<file path="config.mk">
export PLATFORM = sky130hd
export DESIGN_NAME = mem_lsu
export DESIGN_NICKNAME = d
export VERILOG_FILES = /design/src/rtl/mem_lsu.sv
export SDC_FILE = /design/constraint.sdc
export NUM_CORES = 1
export LEC_CHECK = 0
export BUFFER_PORTS_ARGS = -buffer_cell sky130_fd_sc_hd__buf_2
export CAP_MARGIN = 20
export CORE_AREA = 10 10 140 142
export DETAILED_ROUTE_END_ITERATION = 16
export DIE_AREA = 0 0 150 152
export GPL_TIMING_DRIVEN = 0
export PLACE_DENSITY = 0.85
export REMOVE_ABC_BUFFERS = 1
export SYNTH_ARGS = -nofsm -noshare
export SYNTH_HDL_FRONTEND = slang
export SYNTH_SLANG_ARGS = --single-unit
</file>
<file path="constraint.sdc">
create_clock -name clk -period 4.7 [get_ports clk]
set_clock_uncertainty 0.2 [all_clocks]
set_input_delay 0.94 -clock clk [delete_from_list [all_inputs] [get_ports clk]]
set_output_delay 0.94 -clock clk [all_outputs]
set_load 0.03 [all_outputs]
</file>
<file path="src/rtl/mem_lsu.sv">
// MEM-stage load/store unit: ALU results pass through; LB..SW run over a req/ack data port.
// Latency: none for non-memory ops; memory ops take 1 launch + N wait cycles + 1 done cycle.
// Backpressure: stallreq holds the pipeline until the access completes; DONE holds while stall_in is set.
module mem_lsu #(
    parameter int ACK_TIMEOUT = 16
) (
    input  logic        clk,
    input  logic        rst,
    input  logic [4:0]  ex_wd,
    input  logic        ex_wreg,
    input  logic [31:0] ex_wdata,
    input  logic        ex_whilo,
    input  logic [31:0] ex_hi,
    input  logic [31:0] ex_lo,
    input  logic [3:0]  ex_memop,
    input  logic [31:0] ex_maddr,
    input  logic [31:0] ex_sdata,
    input  logic        stall_in,
    output logic [4:0]  mem_wd,
    output logic        mem_wreg,
    output logic [31:0] mem_wdata,
    output logic        mem_whilo,
    output logic [31:0] mem_hi,
    output logic [31:0] mem_lo,
    output logic        stallreq,
    output logic        addr_err,
    output logic        bus_err,
    output logic        dmem_req,
    output logic        dmem_we,
    output logic [31:0] dmem_addr,
    output logic [3:0]  dmem_sel,
    output logic [31:0] dmem_wdata,
    input  logic        dmem_ack,
    input  logic [31:0] dmem_rdata
);

    localparam logic [1:0] ST_IDLE = 2'd0;
    localparam logic [1:0] ST_WAIT = 2'd1;
    localparam logic [1:0] ST_DONE = 2'd2;

    localparam logic [3:0] OP_LB  = 4'd1;
    localparam logic [3:0] OP_LBU = 4'd2;
    localparam logic [3:0] OP_LH  = 4'd3;
    localparam logic [3:0] OP_LHU = 4'd4;
    localparam logic [3:0] OP_LW  = 4'd5;
    localparam logic [3:0] OP_SB  = 4'd8;
    localparam logic [3:0] OP_SH  = 4'd9;
    localparam logic [3:0] OP_SW  = 4'd10;

    localparam int CW = (ACK_TIMEOUT > 1) ? $clog2(ACK_TIMEOUT) : 1;
    localparam logic [CW-1:0] CNT_LAST = CW'(ACK_TIMEOUT - 1);

    typedef struct packed {
        logic        ld;
        logic        we;
        logic [31:0] addr;
        logic [3:0]  sel;
        logic [31:0] wdata;
        logic [3:0]  op;
        logic [1:0]  off;
    } acc_t;

    logic [1:0]    state;
    acc_t          acc_q;
    acc_t          acc_d;
    logic [CW-1:0] cnt;
    logic [31:0]   ld_buf;
    logic          err_q;
    logic          bus_err_q;

    logic is_load;
    logic is_store;
    logic misalign;
    logic launch;
    logic timeout;

    always_comb begin
        is_load  = 1'b0;
        is_store = 1'b0;
        misalign = 1'b0;
        case (ex_memop)
            OP_LB, OP_LBU: is_load = 1'b1;
            OP_LH, OP_LHU: begin
                is_load  = 1'b1;
                misalign = ex_maddr[0];
            end
            OP_LW: begin
                is_load  = 1'b1;
                misalign = |ex_maddr[1:0];
            end
            OP_SB: is_store = 1'b1;
            OP_SH: begin
                is_store = 1'b1;
                misalign = ex_maddr[0];
            end
            OP_SW: begin
                is_store = 1'b1;
                misalign = |ex_maddr[1:0];
            end
            default: ;
        endcase
    end

    assign launch  = (state == ST_IDLE) && (is_load || is_store) && !misalign;
    assign timeout = (ACK_TIMEOUT != 0) && (cnt == CNT_LAST);

    // Request fields are captured at launch so the bus sees them stable for the whole wait.
    always_comb begin
        acc_d       = '0;
        acc_d.ld    = is_load;
        acc_d.we    = is_store;
        acc_d.addr  = {ex_maddr[31:2], 2'b00};
        acc_d.op    = ex_memop;
        acc_d.off   = ex_maddr[1:0];
        case (ex_memop)
            OP_LB, OP_LBU, OP_SB: acc_d.sel = 4'b1000 >> ex_maddr[1:0];
            OP_LH, OP_LHU, OP_SH: acc_d.sel = ex_maddr[1] ? 4'b0011 : 4'b1100;
            default:              acc_d.sel = 4'b1111;
        endcase
        case (ex_memop)
            OP_SB:   acc_d.wdata = {4{ex_sdata[7:0]}};
            OP_SH:   acc_d.wdata = {2{ex_sdata[15:0]}};
            OP_SW:   acc_d.wdata = ex_sdata;
            default: acc_d.wdata = '0;
        endcase
    end

    function automatic logic [31:0] load_extend(input logic [3:0] op, input logic [1:0] off,
                                                input logic [31:0] w);
        logic [7:0]  b;
        logic [15:0] h;
        case (off)
            2'd0:    b = w[31:24];
            2'd1:    b = w[23:16];
            2'd2:    b = w[15:8];
            default: b = w[7:0];
        endcase
        h = off[1] ? w[15:0] : w[31:16];
        case (op)
            OP_LB:   load_extend = {{24{b[7]}}, b};
            OP_LBU:  load_extend = {24'd0, b};
            OP_LH:   load_extend = {{16{h[15]}}, h};
            OP_LHU:  load_extend = {16'd0, h};
            OP_LW:   load_extend = w;
            default: load_extend = '0;
        endcase
    endfunction

    always_ff @(posedge clk or posedge rst) begin
        if (rst) begin
            state     <= ST_IDLE;
            acc_q     <= '0;
            cnt       <= '0;
            ld_buf    <= '0;
            err_q     <= 1'b0;
            bus_err_q <= 1'b0;
        end else begin
            bus_err_q <= 1'b0;
            case (state)
                ST_IDLE: begin
                    if (launch) begin
                        state <= ST_WAIT;
                        acc_q <= acc_d;
                        cnt   <= '0;
                        err_q <= 1'b0;
                    end
                end
                ST_WAIT: begin
                    // An ack coinciding with the timeout limit still completes normally.
                    if (dmem_ack) begin
                        state  <= ST_DONE;
                        ld_buf <= acc_q.ld ? load_extend(acc_q.op, acc_q.off, dmem_rdata) : 32'd0;
                    end else if (timeout) begin
                        state     <= ST_DONE;
                        ld_buf    <= '0;
                        err_q     <= 1'b1;
                        bus_err_q <= 1'b1;
                    end else begin
                        cnt <= cnt + 1'b1;
                    end
                end
                ST_DONE: begin
                    if (!stall_in) begin
                        state <= ST_IDLE;
                    end
                end
                default: state <= ST_IDLE;
            endcase
        end
    end

    assign stallreq   = launch || (state == ST_WAIT);
    assign addr_err   = (state == ST_IDLE) && (is_load || is_store) && misalign;
    assign bus_err    = bus_err_q;
    assign dmem_req   = (state == ST_WAIT);
    assign dmem_we    = acc_q.we;
    assign dmem_addr  = acc_q.addr;
    assign dmem_sel   = acc_q.sel;
    assign dmem_wdata = acc_q.wdata;

    // While stalled the stage presents a bubble so mem_wb never commits a half-done access.
    always_comb begin
        mem_wd    = ex_wd;
        mem_hi    = ex_hi;
        mem_lo    = ex_lo;
        mem_whilo = ex_whilo;
        mem_wdata = ex_wdata;
        mem_wreg  = ex_wreg;
        if (addr_err) begin
            mem_wreg = 1'b0;
        end
        if (stallreq) begin
            mem_wreg  = 1'b0;
            mem_whilo = 1'b0;
        end
        if (state == ST_DONE) begin
            mem_wdata = acc_q.ld ? ld_buf : ex_wdata;
            mem_wreg  = ex_wreg && !err_q;
        end
    end

endmodule

</file>
==> load_flow_metrics.sql <==
INSERT INTO impl_metrics (metric_group, metric, value, unit) VALUES
('outcome', 'run_status', 'complete, no violations', ''),
('cells_and_area', 'fin_cells', '969', ''),
('yosys', 'fraction_of_the_mapped_netlist_area_in_compound_gates', '0.1011', ''),
('grt', 'grt_max_degree', '59', ''),
('yosys', 'number_of_synthesized_flops_with_an_enable_pin', '0', ''),
('detailed_routing', 'route.vias.total', '5235', ''),
('clocking', 'number_of_buffers_created_by_cts', '17', ''),
('detailed_routing', 'count_of_antenna_violating_nets_left_after_detailed_routing', '0', ''),
('clocking', 'tritoncts_clock_tree', 'done', ''),
('yosys', 'yosys.area_share.xor_xnor', '0.004899', ''),
('pwr', 'pwr-share-comb', '0.436', ''),
('detailed_routing', 'via_per_inst', '5.402', ''),
('min_path', 'timing.hold.worst.class', 'register to register', ''),
('floorplanning', 'rows', '48', ''),
('sta', 'slew_violations', '0', ''),
('min_path', 'worstHoldPathCells', '2', ''),
('critical_path', 'crit_path_top_delay_cell', 'and4bb_1', ''),
('yosys', 'postSynthRegisterBits', '114', ''),
('clocking', 'cts-root-to-sink-buffers', '2', ''),
('sta', 'timing_hold_violations_final', '0', ''),
('clocking', 'cts_resized', '0', ''),
('placement', 'dp_worst_setup_slack', '0.4235', 'ns'),
('yosys', 'post_synth_and_or_nand_nor_area_fraction', '0.07594', ''),
('job', 'max-cap-violations', '0', ''),
('sta', 'tightestPinTransition', '0.9492', 'ns'),
('clocking', 'clock_tree.root_cell', 'clkbuf_16', ''),
('critical_path', 'path_depth', '7', ''),
('critical_path', 'critical_path.endpoint_type', 'primary output', ''),
('yosys', 'postSynthCellCount', '635', ''),
('yosys', 'synth_flop_cell', 'dfrtp_1', ''),
('detailed_routing', 'finalWirelength', '24900', 'um'),
('placement', 'dp_hpwl', '19480', 'um'),
('yosys', 'combinational_family_with_the_most_area_after_synthesis', 'multiplexers', ''),
('pwr', 'cellLeakagePower', '0.004009', 'uW'),
('clocking', 'cts_setup_buffers', '0', ''),
('critical_path', 'criticalPathCategory', 'input pin to primary output', ''),
('critical_path', 'critPathBufInv', '2', ''),
('grt', 'grt_first_pass_wirelength', '36130', 'um'),
('critical_path', 'crit_path_max_fanout', '22', ''),
('critical_path', 'critical_path_arrival', '3.11', 'ns'),
('detailed_routing', 'wl_per_cell', '25.70', 'um'),
('pwr', 'power_frac_seq', '0.314', ''),
('pwr', 'power_dens_cells', '672.7', 'nW/um2'),
('critical_path', 'critical_path.max_stage_delay', '0.85', 'ns'),
('critical_path', 'timing.critical_path.required', '3.56', 'ns'),
('sta', 'fin_hold_ws', '0.2793', 'ns'),
('floorplanning', 'placeableCoreArea', '16940', 'um2'),
('grt', 'globalRouteTotalUtil', '0.2117', ''),
('floorplanning', 'chipHeight', '152', 'um'),
('clocking', 'clk_latency', '0.41', 'ns'),
('sta', 'setup_total_negative_slack', '0', 'ns'),
('sta', 'finalWorstSetupSlack', '0.4452', 'ns'),
('critical_path', 'r2r.worst_path.cells', '4', ''),
('floorplanning', 'initial_utilization', '0.4222', ''),
('yosys', 'synth.distinct_cells', '60', ''),
('pwr', 'irDropWorstVdd', '382.4', 'uV'),
('yosys', 'yosysSeqAreaShare', '0.3990', ''),
('critical_path', 'critPathTopFamily', 'simple AND/OR/NAND/NOR gates', ''),
('cells_and_area', 'antenna_diodes', '0', ''),
('critical_path', 'path_cells', 'buf_2 -> and4bb_1 -> o21a_1 -> a21oi_2 -> nand2b_1 -> and3_1 -> buf_2', ''),
('pwr', 'switching_share_of_power', '0.3940', ''),
('pwr', 'power_switching', '2155', 'uW'),
('yosys', 'post_synth_instance_area', '7151', 'um2'),
('detailed_routing', 'first_iter_violations', '285', ''),
('floorplanning', 'num_io_pins', '383', ''),
('floorplanning', 'die_area', '22800', 'um2'),
('clocking', 'cts.hold.buffers_added', '0', ''),
('critical_path', 'worstSetupStartpointType', 'input pin', ''),
('yosys', 'yosys_warnings', '0', ''),
('sta', 'rsz0062_at_grt', 'no', ''),
('pwr', 'p_int', '3315', 'uW');
stage by stage:
step                instance area, um2    util  total power, uW
floorplan                         5866       -             3366
CTS                               8124  0.4797             5527
global route                      8132  0.4801             5768
finish                            8132  0.4801             5470
detailed placement                7506  0.4432             4122
global placement                  7358  0.4345             4023
worst paths after layout:
kind / end / slack [ns] / start
setup / recovery: mem_whilo / 0.45 / ex_memop[0]
hold / removal: ld_buf[0] / 0.28 / ld_buf[0]
setup reg to reg: dmem_wdata[24] / 1.93 / state[0]
hold reg to reg: ld_buf[0] / 0.28 / ld_buf[0]
max in group asynchronous: dmem_wdata[17] / 3.23 / rst
min in group asynchronous: ld_buf[21] / 0.39 / rst
worst reg2reg max path, cell delays in order, from the launching register on:
cell	delay, ns
dfrtp_1	0.44
or4_4	0.57
nor2b_4	0.76
buf_12	0.31
mux2_2	0.37
logic make-up (layout without fill, tap and decap cells):
logic type,after synthesis,in the layout
AOI/OAI and AO/OA,93,93
xor gates and xnor gates,4,4
adders and majority gates,2,2
buffers and inverters,193,301
DFF,114,114
muxes,126,126
other,1,2
and+or+nand+nor,102,102
final cells by class:
class / count / area [um2]
Inverter: 21 / 85.08
Timing Repair Buffer: 249 / 1353
Fill cell: 1550 / 8805
Tap cell: 225 / 281.5
Clock buffer: 21 / 460.4
Clock inverter: 10 / 157.7
Multi-Input combinational cell: 329 / 2942
Sequential cell: 114 / 2853
power by group through the flow:
stage	registers, uW	clock network (uW)	logic [uW]
3_3_place_gp	1700	0	2330
5_1_grt	1770	1450	2540
3_5_place_dp	1720	0	2400
2_1_floorplan	2120	0	1250
6_report	1720	1370	2380
4_1_cts	1720	1400	2410
sequential cells by signal, summed over array words and instances (netlist names):
name,count
state,2
acc_q,7
bus_err,1
dmem_wdata,32
ld_buf,32
dmem_sel,4
dmem_addr,30
err_q,1
cnt,4
dmem_we,1
synthesized netlist by cell type, types with 6 or more instances:
| master | number | area, um2 |
|---|---|---|
| nand2_1 | 46 | 172.7 |
| mux2_4 | 39 | 585.6 |
| mux2_2 | 56 | 630.6 |
| mux2i_1 | 25 | 250.2 |
| o21ai_0 | 23 | 115.1 |
| and3_1 | 7 | 43.79 |
| a22oi_1 | 8 | 60.06 |
| a22o_1 | 8 | 70.07 |
| buf_4 | 140 | 1051 |
| dfrtp_1 | 114 | 2853 |
| nor2_1 | 15 | 56.30 |
| mux4_2 | 6 | 135.1 |
| a221o_1 | 24 | 240.2 |
| clkbuf_1 | 13 | 48.80 |
| a21oi_1 | 11 | 55.05 |
| inv_1 | 20 | 75.07 |
cell usage in the layout (no fill, tap or decap), types with 2 or more instances in the layout:
master      instances
clkbuf_16          17
nor3b_1             3
a222oi_1            3
o21ai_2             2
dfrtp_1           114
nand2_1            46
a221oi_1            5
nor4_1              2
buf_16              3
bufinv_16           4
mux2_4             39
a22o_1              8
buf_2             242
mux2i_1            25
mux4_2              6
inv_1              19
clkinvlp_4          3
nor3_1              4
clkinv_2            4
a221o_1            24
nor2b_1             2
conb_1              2
nand2b_1            4
mux2_2             56
a21oi_1            11
a22oi_1             8
nor2_1             15
clkbuf_1            2
o21a_1              3
o21ai_0            23
xor2_1              3
and3_1              7
buf_12              2
clkbuf_8            2
routing by layer:
layer	up-vias	part of all wire	global-route usage
met5	-	0.0078	0.06122
met4	10	0.0094	0.05417
met3	23	0.17	0.1681
li1	2300	-	-
met1	2526	0.41	0.2527
met2	376	0.40	0.2812
Note: power is estimated with default switching activity, not from simulation.
